**src/rtl/memy_reader.sv**
```systemverilog
// Y-operand read sequencer: streams memY[0..n-1] as valid/ready with last flag.
// First sample 3 cycles after start; a 3-entry FIFO absorbs stalls and gates read issue.

// Small synchronous FIFO; push/pop in the same cycle is allowed.
// Zero-latency head; push when full and pop when empty are ignored.
module memy_fifo #(
  parameter int WIDTH = 8,
  parameter int DEPTH = 3,
  parameter int CW    = $clog2(DEPTH + 1)
) (
  input  logic             clk,
  input  logic             rst,
  input  logic             push,
  input  logic [WIDTH-1:0] push_data,
  input  logic             pop,
  output logic [WIDTH-1:0] head,
  output logic [CW-1:0]    count
);
  localparam int PW = (DEPTH > 1) ? $clog2(DEPTH) : 1;

  logic [WIDTH-1:0] store [DEPTH];
  logic [PW-1:0]    wr_ptr;
  logic [PW-1:0]    rd_ptr;
  logic             do_push;
  logic             do_pop;

  assign do_push = push && (count != CW'(DEPTH));
  assign do_pop  = pop && (count != '0);
  assign head    = store[rd_ptr];

  function automatic logic [PW-1:0] bump(input logic [PW-1:0] p);
    return (p == PW'(DEPTH - 1)) ? '0 : p + PW'(1);
  endfunction

  always_ff @(posedge clk) begin
    if (do_push) store[wr_ptr] <= push_data;
  end

  always_ff @(posedge clk) begin
    if (rst) begin
      wr_ptr <= '0;
      rd_ptr <= '0;
      count  <= '0;
    end else begin
      if (do_push) wr_ptr <= bump(wr_ptr);
      if (do_pop)  rd_ptr <= bump(rd_ptr);
      case ({do_push, do_pop})
        2'b10:   count <= count + CW'(1);
        2'b01:   count <= count - CW'(1);
        default: count <= count;
      endcase
    end
  end
endmodule

module memy_reader #(
  parameter int DATA_WIDTH = 8,
  parameter int ADDR_WIDTH = 3,
  parameter int SIZE       = 5
) (
  input  logic                  clk,
  input  logic                  rst,
  input  logic                  start,
  input  logic [ADDR_WIDTH-1:0] size_y,
  output logic                  busy,
  output logic                  done,
  output logic [ADDR_WIDTH-1:0] mem_address,
  output logic                  mem_readEnable,
  input  logic [DATA_WIDTH-1:0] mem_readData,
  output logic [DATA_WIDTH-1:0] out_data,
  output logic                  out_valid,
  input  logic                  out_ready,
  output logic                  out_last
);
  localparam logic [1:0] IDLE = 2'd0;
  localparam logic [1:0] RUN  = 2'd1;
  localparam logic [1:0] DONE = 2'd2;

  localparam int NW = ADDR_WIDTH + 1;
  localparam logic [NW-1:0] SIZE_N = NW'(SIZE);

  logic [1:0]            state;
  logic [NW-1:0]         n;
  logic [NW-1:0]         n_start;
  logic [NW-1:0]         rd_addr;
  logic                  infl;
  logic [ADDR_WIDTH-1:0] out_idx;
  logic [ADDR_WIDTH-1:0] last_idx;
  logic [1:0]            fifo_count;
  logic [DATA_WIDTH-1:0] fifo_head;
  logic                  issue;
  logic                  handshake;

  assign n_start = ({1'b0, size_y} > SIZE_N) ? SIZE_N : {1'b0, size_y};

  // Credit check counts the in-flight read but not a same-cycle pop.
  assign issue = (state == RUN) && (rd_addr < n) &&
                 (({1'b0, fifo_count} + {2'b00, infl}) < 3'd3);

  assign mem_readEnable = issue;
  assign mem_address    = issue ? rd_addr[ADDR_WIDTH-1:0] : '0;

  assign out_valid = (fifo_count != 2'd0);
  assign out_data  = out_valid ? fifo_head : '0;
  assign out_last  = out_valid && (out_idx == last_idx);
  assign handshake = out_valid && out_ready;

  assign busy = (state == RUN);
  assign done = (state == DONE);

  memy_fifo #(
    .WIDTH(DATA_WIDTH),
    .DEPTH(3),
    .CW   (2)
  ) u_fifo (
    .clk      (clk),
    .rst      (rst),
    .push     (infl),
    .push_data(mem_readData),
    .pop      (handshake),
    .head     (fifo_head),
    .count    (fifo_count)
  );

  always_ff @(posedge clk) begin
    if (rst) begin
      state    <= IDLE;
      n        <= '0;
      rd_addr  <= '0;
      infl     <= 1'b0;
      out_idx  <= '0;
      last_idx <= '0;
    end else begin
      // Read data arrives exactly one cycle after issue, so infl mirrors last cycle's issue.
      infl <= issue;
      case (state)
        IDLE: begin
          if (start) begin
            n        <= n_start;
            last_idx <= ADDR_WIDTH'(n_start - NW'(1));
            rd_addr  <= '0;
            out_idx  <= '0;
            state    <= (n_start == '0) ? DONE : RUN;
          end
        end
        RUN: begin
          if (issue) rd_addr <= rd_addr + NW'(1);
          if (handshake) begin
            out_idx <= out_idx + ADDR_WIDTH'(1);
            if (out_last) state <= DONE;
          end
        end
        DONE:    state <= IDLE;
        default: state <= IDLE;
      endcase
    end
  end
endmodule
```
**config.mk**
```make
export PLATFORM = sky130hd
export DESIGN_NAME = memy_reader
export DESIGN_NICKNAME = d
export VERILOG_FILES = /design/src/rtl/memy_reader.sv
export SDC_FILE = /design/constraint.sdc
export NUM_CORES = 1
export LEC_CHECK = 0
export BUFFER_PORTS_ARGS = -buffer_cell sky130_fd_sc_hd__buf_2
export CAP_MARGIN = 30
export CORE_ASPECT_RATIO = 1.1
export CORE_UTILIZATION = 50
export CTS_CLUSTER_DIAMETER = 80
export CTS_CLUSTER_SIZE = 16
export DETAILED_ROUTE_END_ITERATION = 10
export GPL_ROUTABILITY_DRIVEN = 0
export PLACE_DENSITY_LB_ADDON = 0.3
export SLEW_MARGIN = 40
export SYNTH_ARGS = -nofsm -noshare
export SYNTH_HDL_FRONTEND = slang
export SYNTH_HIERARCHICAL = 1
export SYNTH_SLANG_ARGS = --single-unit
```
**constraint.sdc**
```tcl
create_clock -name clk -period 3.4 [get_ports clk]
set_input_delay 0.68 -clock clk [delete_from_list [all_inputs] [get_ports clk]]
set_output_delay 0.68 -clock clk [all_outputs]
set_load 0.03 [all_outputs]
```
**After elaboration in Yosys (flattened, before gate mapping)**

Memories as Yosys holds them, arrays and structs flattened. A register that Yosys moved wholly into a read port is not among the register bits.
Cells that the tools add are included.
W data, S select, Z words.

- $add $sub $neg: 8
- $lt $le $gt $ge: 3
- Eq/ne operators: 12
- Mux-type cells: 21
- Reductions and logical operators: 15

Operators by type and width:

| kind | count |
|---|---|
| $mux W2 | 8 |
| $mux W3 | 4 |
| $reduce_and A3 Y1 | 3 |
| $eq A2 B2 Y1 const B | 4 |
| $mux W4 | 2 |
| $mux W8 | 1 |
| $pmux W2 S2 | 2 |
| $pmux W4 S2 | 1 |
| $add A2 B1 Y2 const B | 3 |
| $logic_and A1 B1 Y1 | 6 |
| $ne A2 B1 Y1 const B | 3 |
| $pmux W3 S2 | 1 |
| $reduce_bool A2 Y1 | 3 |
| $add A4 B1 Y4 const B | 1 |
| $eq A2 B1 Y1 const B | 2 |
| $logic_not A4 Y1 | 1 |
| $lt A4 B4 Y1 | 1 |
| $ne A2 B2 Y1 const B | 2 |
| $add A2 B1 Y3 | 1 |
| $add A3 B1 Y3 const B | 1 |
| $eq A3 B3 Y1 | 1 |
| $gt A3 B3 Y1 const B | 1 |
| $lt A3 B2 Y1 const B | 1 |
| $sub A3 B1 Y3 const B | 1 |
| other kinds (4) | 5 |

- Register bits after elaboration: 23
- Memory bits (writable): 24
- Bits of input ports: 15
- Output and inout bits: 16
- Word-level logic and storage cells: 69
- Memories kept: 1

Memories:

| memory | words | width | read ports | clocked after Yosys merged registers in | wr ports | line | RTL |
|---|---|---|---|---|---|---|---|
| u_fifo.store | 3 | 8 | 1 | 1 | 1 | 21 | `logic [WIDTH-1:0] store [DEPTH];` |

**Logic depth before layout (Yosys ltp)**

- Depth after elaboration: 6
- Mapped depth: 8
- Mapped depth without buffers: 8

**Hierarchy**

The synthesis kept the hierarchy.

Modules (own cells, without submodules):

| module | instances | cells an instance | area each (µm²) |
|---|---|---|---|
| memy_fifo | 1 | 82 | 1204.9 |
| memy_reader | 1 | 112 | 928.4 |

**Least setup slack after synthesis**

No wires, ideal clock.

- Path type: register to output
- Start point: register u_fifo.count[0]
- End point: output mem_address[2]
- Arrival time: 1.744 ns
- Data required time: 2.720 ns
- Path slack: 0.976 ns
- Cell stages (with the launch flop): 6
- Buffers on the path: 0
- Cells stage by stage: dfxtp_1 ha_1 ha_1 nor3_1 nand3_1 nor3_1

- Word-level cells in the longest chain between the ends: 4

Ends and longest elaborated chain:

| element | line | RTL |
|---|---|---|
| start, declared | 17 | `output logic [CW-1:0] count` |
| start signal, assigned | 48 | `2'b10: count <= count + CW'(1);` |
| start signal, assigned | 49 | `2'b01: count <= count - CW'(1);` |
| start signal, assigned | 50 | `default: count <= count;` |
| $add A2 B1 Y3 | 98 | `(({1'b0, fifo_count} + {2'b00, infl}) < 3'd3);` |
| $lt A3 B2 Y1 | 98 |  |
| $logic_and A1 B1 Y1 | 97 | `assign issue = (state == RUN) && (rd_addr < n) &&` |
| $mux W3 | 101 | `assign mem_address = issue ? rd_addr[ADDR_WIDTH-1:0] : '0;` |
| end, declared | 67 | `output logic [ADDR_WIDTH-1:0] mem_address,` |

Every way passes these cells.

**Worst setup path in the final report**

- Start point: register u_fifo.count[0]
- End point: output mem_address[0]

Same word-level chain as after synthesis.

==> impl_metrics.env <==
export IMPL_setup_tns_ns=0
export IMPL_ys_seq_area_frac=0.5630
export IMPL_cts_tree="yes"
export IMPL_syn_area_sq_um=2133
export IMPL_netSwitchingFraction=0.2339
export IMPL_clkTransAtPathRegs_ns=0.09
export IMPL_cts_resized=0
export IMPL_slew_headroom=0.5037
export IMPL_initial_core_util=0.5302
export IMPL_max_freq_ghz=0.3903
export IMPL_finalMaxSlewViolations=0
export IMPL_p_comb_frac=0.097
export IMPL_p_switching_w=0.0002679
export IMPL_cts_buffer_depth=2
export IMPL_required_ns=2.72
export IMPL_async_reset_ff_frac=0
export IMPL_rsz0062_at_grt="no"
export IMPL_diodes=0
export IMPL_ys_ff_latch=48
export IMPL_path_max_fanout=7
export IMPL_grt_pass1_wl_mm=5.989
export IMPL_fin_nets=249
export IMPL_post_route_min_period_ns=2.562
export IMPL_cts_setup_buffers=0
export IMPL_pin_count=31
export IMPL_p_int_w=0.0008776
export IMPL_drt_wl_total_mm=3.723
export IMPL_power_frac_seq=0.550
export IMPL_postRouteAntennaNets=0
export IMPL_first_iter_violations=51
export IMPL_synth_distinct_cells=45
export IMPL_clockRootBuffer="clkbuf_8"
export IMPL_drc=0
export IMPL_hold_viol_final=0
export IMPL_end_kind="primary output"
export IMPL_postSynthCellCount=194
export IMPL_finalCritPeriodShare=0.7536
export IMPL_routed_via_density=5.436
export IMPL_place_detailed_hpwl_mm=2.590
export IMPL_setup_viol=0
export IMPL_io_buffers=30
export IMPL_p_leak_nw=0.9413
export IMPL_max_cap_violations=0
export IMPL_core_sq_um=4024
export IMPL_outcome="finished, final reports clean"
export IMPL_drive_above_1_share=0.2149
export IMPL_critPathKind="flop to primary output"
export IMPL_dr_pass1_iters=4
export IMPL_grt_antenna_before_repair=0
export IMPL_synth_edf_count=24
export IMPL_routed_via_count=1522
export IMPL_grt_overflow_total=0
export IMPL_crit_arrival_ns=1.88
export IMPL_hold_buffers=0
export IMPL_syn_nets=216
export IMPL_die_area_sq_um=4532
export IMPL_start_kind="flop"
export IMPL_track_usage=0.1768
export IMPL_fin_skew_ns=0.007994
export IMPL_clock_power_share=0.353
export IMPL_ir_drop_mv=0.3017
export IMPL_synth_ff_type="edfxtp_1"
export IMPL_synth_area_per_cell_sq_um=11.00
export IMPL_cts_buffers=5
export IMPL_wl_per_cell_microns=13.30
export IMPL_die_w_microns=64.28
export IMPL_die_h_microns=70.51
export IMPL_clock_sinks=48
export IMPL_yosys_warnings=6
export IMPL_hp_class="flop to flop"
export IMPL_fp_row_count=24
export IMPL_insertion_delay_ns=0.30
export IMPL_h_tree_depth=2
export IMPL_grt_pass1_vias=1348
export IMPL_utilization=0.6085
export IMPL_area_growth_syn_to_layout_pct=14.78
export IMPL_power_density_nw_per_um2=467.8
export IMPL_worst_pin_slew_ns=0.7412
export IMPL_grt_max_degree=26
==> Yosys cell counts, types with 2 or more instances <==
library cell  instances  area [sq um]
a211oi_1              2         15.01
a21oi_1              14         70.07
and2_1               10         62.56
and3_1                2         12.51
buf_2                 3         15.01
clkbuf_1              2         7.510
dfxtp_1              24         480.5
edfxtp_1             24         720.7
ha_1                  7         87.58
inv_1                 7         26.28
mux2i_1               9         90.09
nand2_1              18         67.56
nand3_1               3         15.01
nand3b_1              3         22.52
nor2_1                8         30.03
nor3_1                6         30.03
nor3b_2               2         25.02
o211ai_1              4         30.03
o21ai_0              12         60.06
or3_1                 4         25.02
or3b_1                2         17.52
xnor2_1               4         35.03
xor2_1                2         17.52
==> path summary, 6_finish.rpt <==
| check | slack, ns | endpoint | startpoint | depth (start not counted) |
|---|---|---|---|---|
| setup / recovery | 0.84 | mem_address[0] | u_fifo/count[0] | 6 |
| hold / removal | 0.46 | n[2] | n[2] | 2 |
| setup reg to reg | 1.29 | u_fifo/count[1] | u_fifo/count[0] | 7 |
| hold reg to reg | 0.46 | n[2] | n[2] | 2 |
==> stage by stage <==
stage	total power (W)	hold slack [ns]	instances	setup WS, ns	area [sq um]
final	0.001145	0.4618	280	0.8378	2449
after global routing	0.001186	0.5110	280	0.6775	2449
after CTS	0.001150	0.4641	280	0.8398	2449
after detailed placement	0.0007547	0.4522	272	1.070	2337
after global placement	0.0007525	0.4467	272	1.103	2337
after floorplan	0.0007173	0.4363	194	0.9761	2133
==> registers in the layout, summed over array words and instances, names as in the netlist, named ones only <==
| signal | flops |
|---|---|
| infl | 1 |
| u_fifo/rd_ptr | 2 |
| out_idx | 3 |
| state | 2 |
| rd_addr | 4 |
| u_fifo/wr_ptr | 2 |
| u_fifo/count | 2 |
| last_idx | 3 |
| n | 3 |
| u_fifo/store | 24 |
==> routing by layer <==
layer	track usage	part of all wire	wire length, microns
met1	0.1975	0.43	1614
met4	0.07407	0.017	65
met2	0.3146	0.51	1886
met3	0.04575	0.042	157
met5	0	0	0
==> cell families (layout without fill, tap and decap cells) <==
logic type / count (synthesis) / after routing / synth area share
flops: 48 / 48 / 0.5630
simple gates: 68 / 68 / 0.1807
fa+ha+maj: 7 / 7 / 0.04105
mux: 9 / 9 / 0.04223
xor+xnor: 6 / 6 / 0.02463
buf+inv: 14 / 48 / 0.02639
compound gates: 42 / 42 / 0.1220
==> critical path, stage by stage (launching register included) <==
cell	delay [ns]
dfxtp_1	0.38
ha_1	0.20
ha_1	0.17
nor3_1	0.19
and3_1	0.26
and3_2	0.19
buf_2	0.19
==> area by class of cell <==
type / instances / area, sq um
multi-input combinational: 132 / 875.8
sequential: 48 / 1201
inverter: 8 / 30.03
fill: 358 / 1575
tap: 52 / 65.06
clock buffer: 5 / 68.82
clock inverter: 3 / 42.54
timing repair buffer: 32 / 165.2
==> power groups by stage <==
stage / Combinational, W / Clock (W) / Sequential (W)
detailed placement: 0.000111 / 0 / 0.000643
global route: 0.000123 / 0.000431 / 0.000632
finish: 0.000111 / 0.000404 / 0.000630
global placement: 0.000109 / 0 / 0.000643
CTS: 0.000112 / 0.000408 / 0.000630
floorplan: 0.0000765 / 0 / 0.000641
==> cell usage in the layout (no fill, tap or decap), types with 5 or more instances in the layout <==
cell,Yosys,routed
and2_1,10,10
nor3_1,6,6
inv_1,7,7
clkbuf_8,0,5
mux2i_1,9,9
o21ai_0,12,12
nand2_1,18,18
nor2_1,8,8
ha_1,7,7
edfxtp_1,24,24
buf_2,3,30
dfxtp_1,24,24
a21oi_1,14,14
No activity file was read; power rests on OpenSTA's default activity.
